[config.mk]
export PLATFORM = sky130hd
export DESIGN_NAME = vanilla_sb_stall_profiler
export DESIGN_NICKNAME = d
export VERILOG_FILES = /design/src/rtl/vanilla_scoreboard_tracker_pkg.sv /design/src/rtl/vanilla_sb_stall_classify.sv /design/src/rtl/vanilla_sb_stall_profiler.sv
export SDC_FILE = /design/constraint.sdc
export NUM_CORES = 1
export LEC_CHECK = 0
export CORE_AREA = 8 8 274 276
export CTS_BUF_LIST = sky130_fd_sc_hd__clkbuf_8
export DETAILED_ROUTE_END_ITERATION = 10
export DIE_AREA = 0 0 282 284
export GPL_TIMING_DRIVEN = 0
export PLACE_DENSITY = 0.73
export SYNTH_ARGS = -nofsm -noshare
export SYNTH_HDL_FRONTEND = slang
export SYNTH_SLANG_ARGS = --single-unit
[constraint.sdc]
create_clock -name clk_i -period 16.4 [get_ports clk_i]
set_input_delay 2.46 -clock clk_i [delete_from_list [all_inputs] [get_ports clk_i]]
set_output_delay 2.46 -clock clk_i [all_outputs]
set_load 0.005 [all_outputs]
[src/rtl/vanilla_scoreboard_tracker_pkg.sv]
`default_nettype none
// ============================================================================
// Module   : vanilla_scoreboard_tracker_pkg
// Brief    : Shared types for the scoreboard tracker and its stall profiler:
//            per-register scoreboard info, stall categories, trace records.
// Revision : 1.0 - initial release
// ============================================================================
package vanilla_scoreboard_tracker_pkg;

    localparam int reg_addr_width_gp  = 5;
    localparam int reg_els_gp         = 32;
    localparam int num_stall_cat_gp   = 8;
    localparam int stall_len_width_gp = 16;

    // Integer register file scoreboard info (one per register).
    typedef struct packed {
        logic remote_dram_seq_load;
        logic remote_dram_load;
        logic remote_dram_amo;
        logic remote_global_load;
        logic remote_group_load;
        logic idiv;
    } vanilla_isb_info_s;

    // Float register file scoreboard info (one per register).
    typedef struct packed {
        logic remote_dram_seq_load;
        logic remote_dram_load;
        logic remote_global_load;
        logic remote_group_load;
        logic fdiv_fsqrt;
    } vanilla_fsb_info_s;

    // Encoding order is also the attribution priority (lowest value wins).
    typedef enum logic [2:0] {
        CAT_SEQ_DRAM = 3'd0,
        CAT_DRAM     = 3'd1,
        CAT_AMO      = 3'd2,
        CAT_GLOBAL   = 3'd3,
        CAT_GROUP    = 3'd4,
        CAT_IDIV     = 3'd5,
        CAT_FDIV     = 3'd6,
        CAT_OTHER    = 3'd7
    } stall_cat_e;

    typedef struct packed {
        stall_cat_e                    cat;
        logic [stall_len_width_gp-1:0] len;
    } stall_trace_s;

endpackage
`default_nettype wire

[src/rtl/vanilla_sb_stall_classify.sv]
`default_nettype none
// ============================================================================
// Module   : vanilla_sb_stall_classify
// Brief    : Combinational stall-cause classifier. ORs the scoreboard info of
//            every valid ID operand and priority-encodes the result.
// Revision : 1.0 - initial release
// ============================================================================
module vanilla_sb_stall_classify
    import vanilla_scoreboard_tracker_pkg::*;
#(
    parameter int reg_addr_width_lp = reg_addr_width_gp
)(
    input  logic                                    rs1_v_i,
    input  logic                                    rs2_v_i,
    input  logic                                    rs3_v_i,
    input  logic                                    rd_v_i,
    input  logic                                    rs1_fp_i,
    input  logic                                    rs2_fp_i,
    input  logic                                    rd_fp_i,
    input  logic [reg_addr_width_lp-1:0]            rs1_id_i,
    input  logic [reg_addr_width_lp-1:0]            rs2_id_i,
    input  logic [reg_addr_width_lp-1:0]            rs3_id_i,
    input  logic [reg_addr_width_lp-1:0]            rd_id_i,
    input  vanilla_isb_info_s [reg_els_gp-1:0]      int_sb_i,
    input  vanilla_fsb_info_s [reg_els_gp-1:0]      float_sb_i,
    output stall_cat_e                              cat_o
);

    logic [3:0]                        w_v;
    logic [3:0]                        w_fp;
    logic [3:0][reg_addr_width_lp-1:0] w_id;

    // rs3 only exists for fused float ops, so it always reads the float file.
    assign w_v  = {rd_v_i, rs3_v_i, rs2_v_i, rs1_v_i};
    assign w_fp = {rd_fp_i, 1'b1, rs2_fp_i, rs1_fp_i};
    assign w_id = {rd_id_i, rs3_id_i, rs2_id_i, rs1_id_i};

    logic w_seq, w_dram, w_amo, w_global, w_group, w_idiv, w_fdiv;

    // Gather the union of pending-cause bits across all checked operands.
    always_comb begin
        w_seq    = 1'b0;
        w_dram   = 1'b0;
        w_amo    = 1'b0;
        w_global = 1'b0;
        w_group  = 1'b0;
        w_idiv   = 1'b0;
        w_fdiv   = 1'b0;
        for (int i = 0; i < 4; i++) begin
            if (w_v[i]) begin
                if (w_fp[i]) begin
                    w_seq    = w_seq    | float_sb_i[w_id[i]].remote_dram_seq_load;
                    w_dram   = w_dram   | float_sb_i[w_id[i]].remote_dram_load;
                    w_global = w_global | float_sb_i[w_id[i]].remote_global_load;
                    w_group  = w_group  | float_sb_i[w_id[i]].remote_group_load;
                    w_fdiv   = w_fdiv   | float_sb_i[w_id[i]].fdiv_fsqrt;
                end else begin
                    w_seq    = w_seq    | int_sb_i[w_id[i]].remote_dram_seq_load;
                    w_dram   = w_dram   | int_sb_i[w_id[i]].remote_dram_load;
                    w_amo    = w_amo    | int_sb_i[w_id[i]].remote_dram_amo;
                    w_global = w_global | int_sb_i[w_id[i]].remote_global_load;
                    w_group  = w_group  | int_sb_i[w_id[i]].remote_group_load;
                    w_idiv   = w_idiv   | int_sb_i[w_id[i]].idiv;
                end
            end
        end
    end

    // Longest-latency cause wins the attribution.
    always_comb begin
        cat_o = CAT_OTHER;
        if      (w_seq)    cat_o = CAT_SEQ_DRAM;
        else if (w_dram)   cat_o = CAT_DRAM;
        else if (w_amo)    cat_o = CAT_AMO;
        else if (w_global) cat_o = CAT_GLOBAL;
        else if (w_group)  cat_o = CAT_GROUP;
        else if (w_idiv)   cat_o = CAT_IDIV;
        else if (w_fdiv)   cat_o = CAT_FDIV;
    end

endmodule
`default_nettype wire

[src/rtl/vanilla_sb_stall_profiler.sv]
`default_nettype none
// ============================================================================
// Module   : vanilla_sb_stall_profiler
// Brief    : Per-category dependency-stall cycle counters, stall episode
//            tracking and a single-entry trace record buffer.
// Revision : 1.0 - initial release
// ============================================================================
module vanilla_sb_stall_profiler
    import vanilla_scoreboard_tracker_pkg::*;
#(
    parameter int cnt_width_p       = 32,
    parameter int len_width_p       = 16,
    parameter int reg_addr_width_lp = reg_addr_width_gp
)(
    input  logic                                        clk_i,
    input  logic                                        reset_i,
    input  logic                                        stall_depend_i,
    input  logic                                        stall_all_i,
    input  logic                                        flush_i,
    input  logic                                        rs1_v_i,
    input  logic                                        rs2_v_i,
    input  logic                                        rs3_v_i,
    input  logic                                        rd_v_i,
    input  logic                                        rs1_fp_i,
    input  logic                                        rs2_fp_i,
    input  logic                                        rd_fp_i,
    input  logic [reg_addr_width_lp-1:0]                rs1_id_i,
    input  logic [reg_addr_width_lp-1:0]                rs2_id_i,
    input  logic [reg_addr_width_lp-1:0]                rs3_id_i,
    input  logic [reg_addr_width_lp-1:0]                rd_id_i,
    input  vanilla_isb_info_s [reg_els_gp-1:0]          int_sb_i,
    input  vanilla_fsb_info_s [reg_els_gp-1:0]          float_sb_i,
    input  logic                                        clear_i,
    output logic [num_stall_cat_gp-1:0][cnt_width_p-1:0] cat_cycles_o,
    output logic [cnt_width_p-1:0]                      max_run_o,
    output logic [cnt_width_p-1:0]                      drop_cnt_o,
    output logic                                        trace_v_o,
    output stall_trace_s                                trace_o,
    input  logic                                        trace_yumi_i
);

    typedef enum logic [0:0] {
        ST_IDLE = 1'b0,
        ST_RUN  = 1'b1
    } ep_state_e;

    stall_cat_e w_cat;
    logic       w_qual;
    logic       w_end;

    vanilla_sb_stall_classify #(
        .reg_addr_width_lp (reg_addr_width_lp)
    ) u_classify (
        .rs1_v_i    (rs1_v_i),
        .rs2_v_i    (rs2_v_i),
        .rs3_v_i    (rs3_v_i),
        .rd_v_i     (rd_v_i),
        .rs1_fp_i   (rs1_fp_i),
        .rs2_fp_i   (rs2_fp_i),
        .rd_fp_i    (rd_fp_i),
        .rs1_id_i   (rs1_id_i),
        .rs2_id_i   (rs2_id_i),
        .rs3_id_i   (rs3_id_i),
        .rd_id_i    (rd_id_i),
        .int_sb_i   (int_sb_i),
        .float_sb_i (float_sb_i),
        .cat_o      (w_cat)
    );

    assign w_qual = stall_depend_i & ~stall_all_i & ~flush_i;

    logic [num_stall_cat_gp-1:0][cnt_width_p-1:0] cat_cycles_d, cat_cycles_q;
    ep_state_e                                    state_d, state_q;
    stall_cat_e                                   ep_cat_d, ep_cat_q;
    logic [len_width_p-1:0]                       ep_len_d, ep_len_q;
    logic [cnt_width_p-1:0]                       run_cnt_d, run_cnt_q;
    logic [cnt_width_p-1:0]                       max_run_d, max_run_q;
    logic                                         rec_pend_d, rec_pend_q;
    stall_trace_s                                 rec_d, rec_q;
    logic                                         trace_v_d, trace_v_q;
    stall_trace_s                                 trace_d, trace_q;
    logic [cnt_width_p-1:0]                       drop_cnt_d, drop_cnt_q;

    // Saturating per-category cycle counters; clear overrides any increment.
    always_comb begin
        cat_cycles_d = cat_cycles_q;
        if (clear_i) begin
            cat_cycles_d = '0;
        end else if (w_qual && !(&cat_cycles_q[w_cat])) begin
            cat_cycles_d[w_cat] = cat_cycles_q[w_cat] + cnt_width_p'(1);
        end
    end

    // Episode FSM: the record length saturates, but max_run uses the wider
    // run count so long episodes still rank correctly.
    always_comb begin
        state_d    = state_q;
        ep_cat_d   = ep_cat_q;
        ep_len_d   = ep_len_q;
        run_cnt_d  = run_cnt_q;
        w_end      = 1'b0;
        case (state_q)
            ST_IDLE: begin
                if (w_qual) begin
                    state_d   = ST_RUN;
                    ep_cat_d  = w_cat;
                    ep_len_d  = len_width_p'(1);
                    run_cnt_d = cnt_width_p'(1);
                end
            end
            ST_RUN: begin
                if (stall_all_i) begin
                    state_d = ST_RUN;
                end else if (flush_i) begin
                    state_d = ST_IDLE;
                end else if (stall_depend_i) begin
                    if (!(&ep_len_q))  ep_len_d  = ep_len_q + len_width_p'(1);
                    if (!(&run_cnt_q)) run_cnt_d = run_cnt_q + cnt_width_p'(1);
                end else begin
                    state_d = ST_IDLE;
                    w_end   = 1'b1;
                end
            end
            default: state_d = ST_IDLE;
        endcase
    end

    // Stage the finished record for one cycle, then write or drop it.
    always_comb begin
        rec_pend_d = w_end;
        rec_d      = rec_q;
        max_run_d  = max_run_q;
        trace_v_d  = trace_v_q & ~trace_yumi_i;
        trace_d    = trace_q;
        drop_cnt_d = drop_cnt_q;
        if (w_end) begin
            rec_d.cat = ep_cat_q;
            rec_d.len = stall_len_width_gp'(ep_len_q);
            if (run_cnt_q > max_run_q) max_run_d = run_cnt_q;
        end
        if (rec_pend_q) begin
            if (!trace_v_q || trace_yumi_i) begin
                trace_v_d = 1'b1;
                trace_d   = rec_q;
            end else if (!(&drop_cnt_q)) begin
                drop_cnt_d = drop_cnt_q + cnt_width_p'(1);
            end
        end
        if (clear_i) begin
            max_run_d  = '0;
            drop_cnt_d = '0;
        end
    end

    // State registers.
    always_ff @(posedge clk_i or posedge reset_i) begin
        if (reset_i) begin
            cat_cycles_q <= '0;
            state_q      <= ST_IDLE;
            ep_cat_q     <= CAT_SEQ_DRAM;
            ep_len_q     <= '0;
            run_cnt_q    <= '0;
            max_run_q    <= '0;
            rec_pend_q   <= 1'b0;
            rec_q        <= '0;
            trace_v_q    <= 1'b0;
            trace_q      <= '0;
            drop_cnt_q   <= '0;
        end else begin
            cat_cycles_q <= cat_cycles_d;
            state_q      <= state_d;
            ep_cat_q     <= ep_cat_d;
            ep_len_q     <= ep_len_d;
            run_cnt_q    <= run_cnt_d;
            max_run_q    <= max_run_d;
            rec_pend_q   <= rec_pend_d;
            rec_q        <= rec_d;
            trace_v_q    <= trace_v_d;
            trace_q      <= trace_d;
            drop_cnt_q   <= drop_cnt_d;
        end
    end

    assign cat_cycles_o = cat_cycles_q;
    assign max_run_o    = max_run_q;
    assign drop_cnt_o   = drop_cnt_q;
    assign trace_v_o    = trace_v_q;
    assign trace_o      = trace_q;

endmodule
`default_nettype wire

==> impl_metrics.yaml <==
clock_tree:
  numCtsBuffers: 72
  path_clk_slew_ps: 60
  cts_sinks: 412
  ctsHoldBuffers: 0
  root_buffer: "clkbuf_8"
  post-cts-setup-buffer-count: 0
  worstSkewPairLatency_ps: 690
  cts_resized: 0
  cts_max_level: 3
  cts_tree: "yes"
  cts_buffer_depth: 3
power:
  max-vdd-ir-drop_uv: 58.31
  clockPowerShare: 0.322
  combPwrFrac: 0.333
  intPower_mw: 1.937
  power.switching_mw: 1.140
  p_sw_frac: 0.3705
  p_leak_nw: 16.16
  powerDensity_nw_per_um2: 74.14
  pwr-share-seq: 0.345
route:
  drt_iter0_markers: 4984
  drt-total-wl_mm: 180.3
  wl_per_cell_um: 37.42
  drc: 0
  vias: 34170
  ant_nets: 0
  via_per_inst: 7.090
  firstDrtPassIters: 8
timing:
  final.period_utilization: 0.6474
  finClkSkew_ps: 58.06
  rsz0062_at_grt: "false"
  finalHoldWorstSlack_ps: 477.8
  post-route-min-period_ps: 10620
  setup_violations: 0
  worst_pin_slew_ps: 1551
  slew_viol_final: 2
  layout_setup_ws_ps: 5783
  maxSlewHeadroom: -0.06064
  hold_violations: 0
  fmax_ghz: 0.09419
setup_path:
  path_delay_family: "buffers and inverters"
  path_class: "in2reg"
  worstPathCellList: "buf_2 > clkbuf_1 > buf_1 > clkbuf_1 > nand4_1 > nand3_1 > nand3_1 > buf_2 > nor3_1 > nand4_1 > buf_2 > buf_2 > o211a_1 > buf_2 > inv_1 > ha_1 > nand4_1 > nor3_2 > nand4_1 > xor2_1 > a211oi_1"
  cp.required_ps: 16870
  critPathLaunchType: "input port"
  cp_num_cells: 21
  cp_slowest_cell: "xor2_1"
  cp_max_fo: 10
  slowest_delay_ps: 810
  cp.arrival_ps: 11090
  worstRegToRegCells: 10
  end_kind: "flip-flop"
  critPathMostFrequentCell: "buf_2"
  crit_buf_inv: 9
placement:
  dp_hpwl_mm: 142.3
  numPortBuffers: 711
  place_ws_ps: 5533
  routabilityCongestion: 1.089
die:
  dieArea_um2: 80090
  rows: 98
  pin_count: 726
  initial_core_util: 0.4461
  die_w_um: 282
  fp.dieH_um: 284
  core_area_um2: 70750
logic_synthesis:
  syn_avg_cell_area_um2: 10.51
  yosysTopAreaCell: "dfrtp_1"
  ys_ff_latch: 412
  ys.flop_type: "dfrtp_1"
  yosysUniqueCellTypes: 91
  synth_edf_count: 0
  synth_top_cell_area_share: 0.3266
  synth_nets: 3426
  synthArstFlopShare: 1.000
  synth_area_leaders: "dfrtp_1 (33%), mux4_2 (21%), mux2i_1 (5.0%)"
  synth.yosys.seq_area_share: 0.3266
  ys.warnings.count: 0
  synth_area_um2: 31560
  syn_inst: 3004
run_status:
  status: "finished with violations"
  violations: "max-capacitance violations, max-slew violations"
layout:
  final_util: 0.5865
  drive_gt1_frac: 0.1709
  nNetsFinal: 4215
  area_growth_pct: 31.46
global_route:
  grt_pass1_vias: 33710
  grt_pass1_wl_mm: 250.4
  grt_start_max_net_pins: 126
  antenna_found_initial: 33
  grt_overflow_total: 0
  grt_usage: 0.4351
job:
  drv_cap: 1
hold_path:
  min_path_cells: 1
  min_path_type: "reg2reg"
kinds of logic (layout without fill, tap and decap cells):
family	count (synthesis)	in the layout	share of synthesized area
AOI/OAI and AO/OA	611	611	0.1364
other	0	30	0
xor gates and xnor gates	86	86	0.02458
and+or+nand+nor	999	999	0.1635
muxes	509	509	0.2816
DFF	412	412	0.3266
adders and majority gates	36	36	0.01427
buffers and inverters	351	1186	0.05296
layout make-up:
cell class	count	area, µm²
inverters	96	367.9
well taps	950	1189
repair buffers	715	7207
fillers	6183	29260
flip-flops and latches	412	10310
clock buffers	87	1197
multi-input cells	2241	19580
plain buffers	255	1311
diodes	30	75.07
clock inverters	33	255.2
through the flow:
stage,setup TNS [ps],instances,area (µm²),total power [mW]
after floorplan,0,3004,31560,1.593
after global placement,-1056430,4665,39870,2.042
after detailed placement,0,4668,39960,2.047
after CTS,0,4788,41410,3.024
after global routing,0,4816,41490,3.134
final,0,4819,41490,3.076
synthesized netlist by cell type, drive strengths merged, types with 5 or more instances:
cell,n
xor2,60
nand2,194
nand4,45
a211oi,116
and2,15
ha,36
and4,11
dfrtp,412
a22oi,31
o221ai,12
nor3b,8
nor2b,34
a31oi,42
mux2,52
o22ai,26
nor3,181
mux4,298
a21o,18
a2111oi,14
nand4b,8
nor4b,5
o21a,5
nand2b,46
nand3,86
buf,143
nor4,42
a21oi,158
a31o,8
inv,94
xnor2,26
or3,38
a32oi,6
or4,24
o211ai,6
o2111ai,8
o21ai,57
and3,16
a221oi,7
o2111a,5
nor2,235
mux2i,159
o2bb2ai,57
clkbuf,112
a2111o,7
registers in the layout, summed over array words and instances (netlist names):
| signal | flops |
|---|---|
| drop_cnt_o | 32 |
| trace_v_o | 1 |
| cat_cycles_o | 256 |
| ep_cat_q | 3 |
| max_run_o | 32 |
| state_q | 1 |
| ep_len_q | 16 |
| rec_pend_q | 1 |
| rec_q | 19 |
| trace_o | 19 |
| run_cnt_q | 32 |
power by group through the flow:
stage | registers (mW) | logic, mW | clock network, mW
final | 1.06 | 1.02 | 0.991
after CTS | 1.06 | 0.972 | 0.992
after detailed placement | 1.08 | 0.969 | 0
after floorplan | 1.07 | 0.523 | 0
after global routing | 1.06 | 1.04 | 1.04
after global placement | 1.08 | 0.963 | 0
placed cells by master, fill, tap and decap left out, types with 16 or more instances in the layout:
cell type / n
clkdlybuf4s50_1: 711
dfrtp_1: 412
mux4_2: 298
nor2_1: 234
nand2_1: 193
nor3_1: 174
mux2i_1: 159
a21oi_1: 153
clkbuf_1: 112
inv_1: 108
a211oi_1: 105
clkbuf_8: 87
buf_2: 85
nand3_1: 84
xor2_1: 60
o2bb2ai_1: 57
mux2_2: 52
o21ai_0: 49
nand2b_1: 46
nand4_1: 44
a31oi_1: 39
or3_1: 38
buf_4: 37
ha_1: 36
nor4_1: 35
nor2b_1: 34
a22oi_1: 31
diode_2: 30
o22ai_1: 26
or4_1: 24
xnor2_1: 23
a21o_1: 18
and3_1: 16
worst paths after layout:
| path | start | to | slack, ps |
|---|---|---|---|
| min reg2reg | ep_cat_q[1] | ep_cat_q[1] | 480 |
| min | ep_cat_q[1] | ep_cat_q[1] | 480 |
| max in group asynchronous | reset_i | cat_cycles_o[188] | 12960 |
| min in group asynchronous | reset_i | drop_cnt_o[27] | 2260 |
| max | rs2_id_i[3] | cat_cycles_o[60] | 5780 |
| max reg2reg | cat_cycles_o[131] | cat_cycles_o[60] | 11910 |
layer usage:
layer  up-vias  GRT usage  wire [µm]
met5         -          0         22
met4         4     0.3204      16800
met3       883     0.1554      25400
met2      3270     0.6595      79280
met1     16740     0.5037      58830
li1      13280          -          -
(Power assumes the default switching activity.)
